File: src/rtl/imem_loader.sv
// Instruction memory loader: accepts a byte stream (16-bit word count, then
// big-endian 32-bit words), writes words at consecutive addresses, and holds the core until done.
module imem_loader #(
  parameter int unsigned DEPTH_WORDS = 64,
  parameter int unsigned ADDR_W      = 32
) (
  input  logic              clk,
  input  logic              rst_n,
  input  logic              start,
  input  logic [7:0]        byte_in,
  input  logic              byte_valid,
  output logic              byte_ready,
  output logic              mem_we,
  output logic [ADDR_W-1:0] mem_addr,
  output logic [31:0]       mem_wdata,
  output logic              cpu_hold,
  output logic              done,
  output logic              error
);

  localparam int unsigned CNT_W   = 16;
  localparam int unsigned SHIFT_W = 24;

  typedef enum logic [2:0] {
    S_IDLE, S_LEN_HI, S_LEN_LO, S_WORD, S_WRITE, S_DONE, S_ERR
  } state_t;

  state_t              state_q, state_d;
  logic [CNT_W-1:0]    count_q, count_d;
  logic [CNT_W-1:0]    word_idx_q, word_idx_d;
  logic [1:0]          byte_cnt_q, byte_cnt_d;
  logic [SHIFT_W-1:0]  shift_q, shift_d;
  logic [ADDR_W-1:0]   mem_addr_q, mem_addr_d;
  logic [31:0]         mem_wdata_q, mem_wdata_d;

  logic [CNT_W-1:0]    len_full;
  logic [CNT_W-1:0]    word_next;
  logic [31:0]         word_full;

  assign mem_addr  = mem_addr_q;
  assign mem_wdata = mem_wdata_q;

  // State and datapath registers
  always_ff @(posedge clk) begin
    if (!rst_n) begin
      state_q     <= S_IDLE;
      count_q     <= '0;
      word_idx_q  <= '0;
      byte_cnt_q  <= '0;
      shift_q     <= '0;
      mem_addr_q  <= '0;
      mem_wdata_q <= '0;
    end else begin
      state_q     <= state_d;
      count_q     <= count_d;
      word_idx_q  <= word_idx_d;
      byte_cnt_q  <= byte_cnt_d;
      shift_q     <= shift_d;
      mem_addr_q  <= mem_addr_d;
      mem_wdata_q <= mem_wdata_d;
    end
  end

  // Next-state and state-decoded outputs; write address/data are captured on the 4th byte
  always_comb begin
    state_d     = state_q;
    count_d     = count_q;
    word_idx_d  = word_idx_q;
    byte_cnt_d  = byte_cnt_q;
    shift_d     = shift_q;
    mem_addr_d  = mem_addr_q;
    mem_wdata_d = mem_wdata_q;
    byte_ready  = 1'b0;
    mem_we      = 1'b0;
    cpu_hold    = 1'b1;
    done        = 1'b0;
    error       = 1'b0;

    len_full  = {count_q[15:8], byte_in};
    word_next = word_idx_q + CNT_W'(1);
    word_full = {shift_q, byte_in};

    unique case (state_q)
      S_IDLE: begin
        if (start) state_d = S_LEN_HI;
      end
      S_LEN_HI: begin
        byte_ready = 1'b1;
        if (byte_valid) begin
          count_d = {byte_in, count_q[7:0]};
          state_d = S_LEN_LO;
        end
      end
      S_LEN_LO: begin
        byte_ready = 1'b1;
        if (byte_valid) begin
          count_d = len_full;
          if (len_full == '0) begin
            state_d = S_DONE;
          end else if (32'(len_full) > DEPTH_WORDS) begin
            state_d = S_ERR;
          end else begin
            word_idx_d = '0;
            byte_cnt_d = '0;
            state_d    = S_WORD;
          end
        end
      end
      S_WORD: begin
        byte_ready = 1'b1;
        if (byte_valid) begin
          shift_d    = word_full[SHIFT_W-1:0];
          byte_cnt_d = byte_cnt_q + 2'd1;
          if (byte_cnt_q == 2'd3) begin
            mem_wdata_d = word_full;
            mem_addr_d  = ADDR_W'({word_idx_q, 2'b00});
            state_d     = S_WRITE;
          end
        end
      end
      S_WRITE: begin
        mem_we     = 1'b1;
        word_idx_d = word_next;
        if (word_next == count_q) begin
          state_d = S_DONE;
        end else begin
          byte_cnt_d = '0;
          state_d    = S_WORD;
        end
      end
      S_DONE: begin
        done     = 1'b1;
        cpu_hold = 1'b0;
        if (start) state_d = S_LEN_HI;
      end
      S_ERR: begin
        error = 1'b1;
        if (start) state_d = S_LEN_HI;
      end
      default: state_d = S_IDLE;
    endcase
  end

endmodule

File: config.mk
export PLATFORM = sky130hd
export DESIGN_NAME = imem_loader
export DESIGN_NICKNAME = d
export VERILOG_FILES = /design/src/rtl/imem_loader.sv
export SDC_FILE = /design/constraint.sdc
export NUM_CORES = 1
export LEC_CHECK = 0
export ABC_CLOCK_PERIOD_IN_PS = 6450
export BUFFER_PORTS_ARGS = -buffer_cell sky130_fd_sc_hd__buf_2
export CORE_MARGIN = 2
export CORE_UTILIZATION = 55
export DETAILED_ROUTE_END_ITERATION = 10
export GPL_TIMING_DRIVEN = 0
export PLACE_DENSITY_LB_ADDON = 0.3
export SLEW_MARGIN = 5
export SYNTH_ARGS = -nofsm -noshare
export SYNTH_HDL_FRONTEND = slang
export SYNTH_SLANG_ARGS = --single-unit
File: constraint.sdc
create_clock -name clk -period 6.45 [get_ports clk]
set_clock_uncertainty 0.1 [all_clocks]
set_input_delay 0.645 -clock clk [delete_from_list [all_inputs] [get_ports clk]]
set_output_delay 0.645 -clock clk [all_outputs]
set_load 0.02 [all_outputs]
==> flow_metrics.tcl, run 1 <==
set metrics [dict create \
    syn2layout_area_growth_pct 13.83 \
    drt_pass1_iterations 5 \
    endpoint_kind "primary output" \
    rsz0062_at_grt "no" \
    ys_warn_count 0 \
    critPathRequiredTime_ps 5700 \
    layout_commonest_cell "nand2_1" \
    yosysSeqAreaShare 0.4476 \
    holdCritPathClass "reg -> reg" \
    start_kind "flop" \
    crit_fanout 10 \
    p_leak_nw 2.136 \
    syn_area_per_cell_um2 7.689 \
    crit_slowest_cell "clkinv_1" \
    max_stage_delay_ps 420 \
    cts.sinks 109 \
    cts-resized-gates 0 \
    grt_pass1_wl_um 20010 \
    viasPerCell 5.554 \
    drive_gt1_frac 0.1625 \
    die_w_um 98.15 \
    hpwl_um 8995 \
    r2r-end "state_q[1]" \
    grt_antenna_before_repair 0 \
    hold_buffers 0 \
    setup_slack_ps 3074 \
    coreArea_mm2 0.008678 \
    dr.max_layer_used "met4" \
    crit_type "reg -> out" \
    antenna_left 0 \
    synthFlopType "dfxtp_1" \
    r2r_slack_ps 3910 \
    syn_inst 634 \
    r2r-start "word_idx_q[0]" \
    n_antenna_cell 0 \
    cts.reportedPaths.clkPinSlew_ps 110 \
    worstSetupPathDepth 6 \
    die_area_mm2 0.009632 \
    htreeDepth 3 \
    routed_wl_um 12270 \
    final_net_count 736 \
    mostFrequentLayoutCells "201 x nand2_1, 109 x dfxtp_1, 98 x a21oi_1, 70 x buf_2, 27 x clkbuf_1" \
    clk_latency_ps 380 \
    die_h_um 98.15 \
    async_reset_ff_frac 0 \
    cpMostUsedCell "clkbuf_1" \
    synth_cell_types 57 \
    synth_edf_count 0 \
    fin_crit_sh 0.5234 \
    final_max_slew_viol_count 0 \
    routedWlPerCell_um 14.71 \
    endpoint "mem_we" \
    cts.path.max_buffers 2 \
    reg2reg_depth 8 \
    io_pins 81 \
    setup_viol 0 \
    fmax_mhz 296.2 \
    overflow 0 \
    outcome "complete, no violations" \
    wl_met3_um 866 \
    tightest_slew_ps 636.0 \
    initial_utilization 0.5617 \
    hold_viol_final 0 \
    initialDrtViolationCount 296 \
    crit_path_cell_trace "clkbuf_1, nand2b_1, clkbuf_1, clkinv_1, clkbuf_1, buf_2" \
    arrival_ps 2630 \
    vias 4632 \
    dr_wl_met2_um 5520 \
    place.gp.congestion 0.9130 \
    grt_pass1_vias 4113 \
    synth.cell_area_mm2 0.004875 \
    cp-startpoint "state_q[0]" \
    wl_met1_um 5634 \
    ys_ff_latch 109 \
    grt.total_usage 0.2542 \
    num_rows 34 \
    max_cap_viol_count 0 \
    drc 0 \
    maxSlewHeadroom 0.5721 \
    period_needed_ps 3376 \
    cts_tree "done" \
    grt_start_max_net_pins 19 \
    tns_ps 0 \
    pre_cts_slack_ps 3553 \
    root_buffer "clkbuf_8" \
    critPathTopFamily "buffers and inverters" \
    p_total_mw 1.355 \
    post-route-util 0.6394 \
    io_buffers 62 \
    path_buf_inv 5 \
    p_per_area_mw_per_mm2 244.2 \
    cts_made_buffers 9 \
    post_cts_buffers 0 \
    worst_ir_drop_vdd_v 0.0001286 \
]
==> metal layers <==
| metal | vias up | track usage |
|---|---|---|
| li1 | 2284 | - |
| met4 | 0 | 0.08219 |
| met2 | 188 | 0.4004 |
| met3 | 27 | 0.04009 |
| met5 | - | 0 |
| met1 | 2133 | 0.3603 |
==> synthesized netlist by cell type (8+ instances only) <==
| cell | number | area [µm²] |
|---|---|---|
| clkbuf_1 | 27 | 101.4 |
| a21oi_1 | 98 | 490.5 |
| nand2_1 | 201 | 754.5 |
| buf_4 | 19 | 142.6 |
| xnor2_1 | 15 | 131.4 |
| buf_2 | 8 | 40.04 |
| nand4_1 | 8 | 50.05 |
| nor2_1 | 12 | 45.04 |
| dfxtp_1 | 109 | 2182 |
| xor2_1 | 9 | 78.83 |
| nor3_1 | 8 | 40.04 |
| o21ai_0 | 17 | 85.08 |
| a31oi_1 | 14 | 87.58 |
==> kinds of logic (layout without fill, tap and decap cells) <==
family / Yosys count / after routing / synth area share
other: 1 / 16 / 0.0007693
DFF: 109 / 109 / 0.4476
AOI/OAI and AO/OA: 158 / 158 / 0.1858
buffers and inverters: 67 / 144 / 0.07136
muxes: 2 / 2 / 0.004107
xor gates and xnor gates: 24 / 24 / 0.04312
and+or+nand+nor: 271 / 271 / 0.2420
adders and majority gates: 2 / 2 / 0.005133
==> metrics by stage <==
| stage | cell area [µm²] | hold slack (ps) | cells |
|---|---|---|---|
| 6_report | 5549 | 351.7 | 834 |
| 3_3_place_gp | 5376 | 340.6 | 819 |
| 3_5_place_dp | 5376 | 343.0 | 819 |
| 5_1_grt | 5549 | 371.5 | 834 |
| 2_1_floorplan | 4931 | 332.1 | 649 |
| 4_1_cts | 5549 | 353.6 | 834 |
==> report_power, final <==
part	total (mW)	internal, mW	switching, mW
registers	0.713	0.693	0.0202
logic	0.257	0.0919	0.165
clock network	0.386	0.143	0.243
total	1.36	0.927	0.428
==> worst min-delay path by stage <==
stage	startpoint	endpoint	slack, ps	cells after the start
after detailed placement	mem_wdata[25]	mem_wdata[25]	340	2
after CTS	shift_q[20]	mem_wdata[28]	350	2
after global placement	mem_wdata[27]	mem_wdata[27]	340	2
after floorplan	shift_q[16]	mem_wdata[24]	330	2
after global routing	mem_addr[4]	mem_addr[4]	370	2
final	shift_q[20]	mem_wdata[28]	350	2
==> flip-flops by register name, summed over array words and instances, names as in the netlist <==
| register | cells |
|---|---|
| mem_wdata | 32 |
| shift_q | 24 |
| count_q | 16 |
| byte_cnt_q | 2 |
| word_idx_q | 16 |
| mem_addr | 16 |
| state_q | 3 |
==> worst reg2reg max path, stage by stage (launching register included) <==
cell       delay (ps)
dfxtp_1           480
ha_1              340
and3_1            190
buf_2             150
nand2_1           170
xnor2_1           180
a211oi_1          280
o2111ai_1         300
o21a_1            260
==> area by class of cell <==
type	instances	area [µm²]
Clock inverter	6	48.80
Multi-Input combinational cell	473	2401
Inverter	4	15.01
Buffer	63	332.8
Fill cell	810	3129
Tap cell	108	135.1
Clock buffer	9	123.9
Timing Repair Buffer	62	310.3
Sequential cell	109	2182
(Power assumes the default switching activity.)
==> inputs of run 2 (changes only) <==
- ABC_CLOCK_PERIOD_IN_PS: 6450 -> 3100
- CORE_UTILIZATION: 55 -> 51
- clock period: 6.45 -> 3.1 ns (I/O delays scaled with it)
==> run 2 against run 1 <==
Clock power rose by 110%; final area rose by 0.56%; via count rose by 0.43%; cell count rose by 2.5%; sequential power rose by 110%; non-clock buffer count did not move; flip-flop and latch count did not move; die area rose by 7.5%; critical endpoint unchanged; largest power group unchanged.
==> flow_metrics.tcl, run 2 (synthesis results as in run 1) <==
set metrics [dict create \
    final_max_slew_viol_count 0 \
    hold_buffers 0 \
    crit_slowest_cell "clkinv_1" \
    mostFrequentLayoutCells "201 x nand2_1, 109 x dfxtp_1, 98 x a21oi_1, 70 x buf_2, 27 x clkbuf_1" \
    largest_reg_flops 32 \
    maxSlewHeadroom 0.5688 \
    max_cap_viol_count 0 \
    grt_antenna_before_repair 0 \
    p_per_area_mw_per_mm2 507.8 \
    crit_fanout 10 \
    endpoint_kind "primary output" \
    hold_depth 3 \
    seqCellArea_mm2 0.002182 \
    hold_viol_final 0 \
    final_net_count 736 \
    cts-resized-gates 0 \
    tns_ps 0 \
    dp_cells 840 \
    multiInputGateArea_mm2 0.002401 \
    num_rows 35 \
    critPathRequiredTime_ps 2690 \
    whs_ps 120.4 \
    routedWlPerCell_um 14.50 \
    tightest_slew_ps 640.8 \
    fin_area_mm2 0.005580 \
    fmax_mhz 338.2 \
    grt_pass1_wl_um 20580 \
    setup_viol 0 \
    coreArea_mm2 0.009240 \
    drc 0 \
    crit_type "reg -> out" \
    syn2layout_area_growth_pct 14.48 \
    die_area_mm2 0.01036 \
    root_buffer "clkbuf_8" \
    period_needed_ps 2956 \
    post-route-util 0.6039 \
    start_kind "flop" \
    grt_start_max_net_pins 20 \
    routed_wl_um 12400 \
    cts_made_buffers 9 \
    path_buf_inv 5 \
    p_leak_nw 2.135 \
    grt_pass1_vias 4208 \
    grt.total_usage 0.2521 \
    die_h_um 101.8 \
    layout_commonest_cell "nand2_1" \
    critPathTopFamily "buffers and inverters" \
    crit_path_cell_trace "clkbuf_1, nand2b_1, clkbuf_1, clkinv_1, clkbuf_1, buf_2" \
    antenna_left 0 \
    fin_cells 855 \
    fin_crit_sh 0.9537 \
    outcome "complete, no violations" \
    io_buffers 62 \
    overflow 0 \
    drive_gt1_frac 0.1625 \
    worstSetupPathDepth 6 \
    cts.sinks 109 \
    place.gp.congestion 0.9204 \
    viasPerCell 5.441 \
    arrival_ps 2550 \
    post_dp_cell_area_mm2 0.005403 \
    cts.reportedPaths.clkPinSlew_ps 100 \
    initial_utilization 0.5276 \
    io_pins 81 \
    cts.path.max_buffers 2 \
    rsz0062_at_grt "no" \
    reg2reg_depth 8 \
    htreeDepth 3 \
    vias 4652 \
    max_stage_delay_ps 390 \
    hpwl_um 9114 \
    clk_latency_ps 380 \
    drt_pass1_iterations 5 \
    cts_tree "done" \
    holdCritPathClass "in -> reg" \
    fillers 870 \
    cpMostUsedCell "clkbuf_1" \
    initialDrtViolationCount 312 \
    post_cts_buffers 0 \
    die_w_um 101.8 \
    n_antenna_cell 0 \
    worst_ir_drop_vdd_v 0.0002657 \
]
==> run 2: area by class of cell <==
cell class / count / area share
multi-input cells: 473 / 0.4303
flip-flops and latches: 109 / 0.3910
plain buffers: 63 / 0.05964
repair buffers: 62 / 0.05561
well taps: 129 / 0.02892
clock buffers: 9 / 0.02220
clock inverters: 6 / 0.009641
inverters: 4 / 0.002691
==> run 2: metal layers <==
metal	up-vias	global-route usage	routed length, µm
met3	22	0.03451	856
met2	191	0.3942	5622
met5	-	0	0
met4	0	0.09875	285
li1	2294	-	-
met1	2145	0.3528	5631
==> run 2: where the power goes <==
group / total, mW / internal [mW] / leakage [nW] / switching (mW)
clock network: 0.819 / 0.304 / 0.0886 / 0.515
logic: 0.532 / 0.191 / 1.17 / 0.340
registers: 1.48 / 1.44 / 0.879 / 0.0424
total: 2.83 / 1.94 / 2.14 / 0.898
==> run 2: stage by stage <==
| stage | total power, mW | setup WS (ps) |
|---|---|---|
| final | 2.834 | 143.6 |
| after global routing | 2.956 | 16.33 |
| after CTS | 2.827 | 177.8 |
| after detailed placement | 2.033 | 600.4 |
| after global placement | 2.011 | 591.0 |
| after floorplan | 1.898 | 960.2 |
==> run 2: path summary, 6_finish.rpt <==
path                                    start       endpoint  slack (ps)
worst max-delay path               state_q[0]         mem_we         140
worst min-delay path               byte_in[2]     count_q[2]         120
worst max register to register  word_idx_q[0]     state_q[1]         560
worst min register to register    shift_q[21]  mem_wdata[29]         350
==> run 2: worst register-to-register path, cell delays in order (launching register included) <==
cell and delay [ps]:
dfxtp_1 480, ha_1 330, and3_1 190, buf_2 170
xnor2_1 90, a211o_1 310, a211oi_1 240, o2111ai_1 290
o21a_1 250
==> inputs of run 3 (changes only) <==
- ABC_AREA: unset -> 1
==> run 3 against run 2 <==
Hold slack gained 14 ps; largest cell class unchanged; via count grew 4.1%; register-to-register slack gained 150 ps; cell count grew 6.7%; non-clock buffer count shrank 13; combinational power grew 20%; flip-flop and latch count is the same; critical endpoint unchanged.
==> flow_metrics.tcl, run 3 <==
set metrics [dict create \
    largest_reg_flops 32 \
    cts_tree "done" \
    viasPerCell 5.309 \
    io_pins 81 \
    period_needed_ps 2550 \
    tns_ps 0 \
    io_buffers 63 \
    die_h_um 101.5 \
    rsz0062_at_grt "no" \
    endpoint_kind "primary output" \
    arrival_ps 2140 \
    fin_crit_sh 0.8224 \
    setup_viol 0 \
    die_w_um 101.5 \
    final_max_slew_viol_count 0 \
    coreArea_mm2 0.009240 \
    start_kind "flop" \
    antenna_left 0 \
    holdCritPathClass "in -> reg" \
    multiInputGateArea_mm2 0.002305 \
    critPathRequiredTime_ps 2690 \
    synth_cell_types 33 \
    hold_viol_final 0 \
    grt.total_usage 0.2553 \
    mostFrequentLayoutCells "146 x nand2_1, 109 x dfxtp_1, 107 x nor2_1, 75 x a21oi_1, 66 x buf_2" \
    grt_pass1_vias 4304 \
    n_antenna_cell 0 \
    initial_utilization 0.5246 \
    drt_pass1_iterations 7 \
    crit_fanout 10 \
    syn_inst 689 \
    syn_area_per_cell_um2 7.035 \
    cts_made_buffers 9 \
    layout_commonest_cell "nand2_1" \
    seqCellArea_mm2 0.002182 \
    final_net_count 792 \
    ys_top_cells_by_area "dfxtp_1 45%, nand2_1 11%, nor2_1 8.3%" \
    clk_latency_ps 390 \
    synth_top_cells_by_count "146 x nand2_1, 109 x dfxtp_1, 107 x nor2_1" \
    hpwl_um 9366 \
    cts.path.max_buffers 2 \
    htreeDepth 3 \
    max_cap_viol_count 0 \
    fin_cells 912 \
    drc 0 \
    synth_edf_count 0 \
    async_reset_ff_frac 0 \
    outcome "complete, no violations" \
    root_buffer "clkbuf_8" \
    routed_wl_um 12920 \
    ys_ff_latch 109 \
    dp_cells 896 \
    synth.cell_area_mm2 0.004847 \
    p_leak_nw 2.461 \
    cts.sinks 109 \
    cts-resized-gates 0 \
    cts.reportedPaths.clkPinSlew_ps 120 \
    initialDrtViolationCount 340 \
    syn2layout_area_growth_pct 15.64 \
    num_rows 35 \
    worst_ir_drop_vdd_v 0.0002815 \
    fmax_mhz 392.2 \
    yosysTopAreaCell "dfxtp_1" \
    tightest_slew_ps 677.4 \
    synth_top_area_share 0.4502 \
    fillers 859 \
    yosysSeqAreaShare 0.4502 \
    drive_gt1_frac 0.1533 \
    p_per_area_mw_per_mm2 554.7 \
    maxSlewHeadroom 0.5454 \
    grt_start_max_net_pins 25 \
    vias 4842 \
    crit_type "reg -> out" \
    overflow 0 \
    synthFlopType "dfxtp_1" \
    hold_buffers 0 \
    place.gp.congestion 0.9457 \
    grt_antenna_before_repair 0 \
    ys_warn_count 0 \
    die_area_mm2 0.01030 \
    post_cts_buffers 0 \
    yosysMostFrequentCell "nand2_1" \
    grt_pass1_wl_um 20750 \
    routedWlPerCell_um 14.17 \
]
## run 3: cell count changes after synthesis, sizes merged, moves of 5 or more
cell   delta
nor2    +105
o21ai    +41
nor3      -7
buf      -16
nor2b     -6
a31oi    -13
inv      +40
and3      -5
nand2    -53
a21oi    -22
xnor2    -13
nand3    +47
xor2      -8
## run 3: logic make-up after synthesis
logic type	share of synthesized area
AOI/OAI and AO/OA	0.1588
xor gates and xnor gates	0.01007
adders and majority gates	0.005162
buffers and inverters	0.08596
DFF	0.4502
other	0.0007737
and+or+nand+nor	0.2891
## run 3: path summary, 6_finish.rpt
kind | slack (ps) | from | cells after the start | end
min | 130 | byte_in[1] | 3 | mem_wdata[1]
min reg2reg | 380 | shift_q[22] | 2 | shift_q[22]
max | 550 | state_q[1] | 5 | mem_we
max reg2reg | 710 | word_idx_q[1] | 15 | byte_cnt_q[0]
## run 3: area by class of cell
cell class / instances / area share
repair buffers: 63 / 0.05625
multi-input cells: 502 / 0.4112
clock buffers: 9 / 0.02210
well taps: 129 / 0.02879
clock inverters: 7 / 0.01808
inverters: 44 / 0.02946
plain buffers: 49 / 0.04487
flip-flops and latches: 109 / 0.3893
## run 3: layer usage
layer  up-vias  track usage  wire (µm)
li1       2396            -          -
met1      2211       0.3435       5675
met2       209       0.4182       6045
met3        26      0.03934        944
met4         0      0.09044        257
met5         -            0          0
## run 3: metrics by stage
stage / area [µm²] / power (mW) / util / hold WS [ps] / setup slack, ps
global placement: 5380 / 2.162 / 0.5823 / 354.2 / 751.2
floorplan: 4903 / 2.024 / - / 341.5 / 1216
detailed placement: 5380 / 2.185 / 0.5823 / 358.3 / 720.1
global route: 5605 / 3.258 / 0.6066 / 135.7 / 393.7
CTS: 5605 / 3.111 / 0.6066 / 116.5 / 546.0
finish: 5605 / 3.109 / 0.6066 / 134.6 / 550.4
## run 3: critical path, cell delays in order, from the launching register on
cell	delay, ps
dfxtp_1	380
nor2_1	140
inv_1	70
nor2_2	380
clkbuf_1	510
buf_2	270
## run 3: power breakdown
part	total, mW	internal [mW]	leakage (nW)	switching [mW]
combinational	0.637	0.208	1.47	0.429
sequential	1.53	1.47	0.879	0.0605
clock	0.938	0.347	0.111	0.591
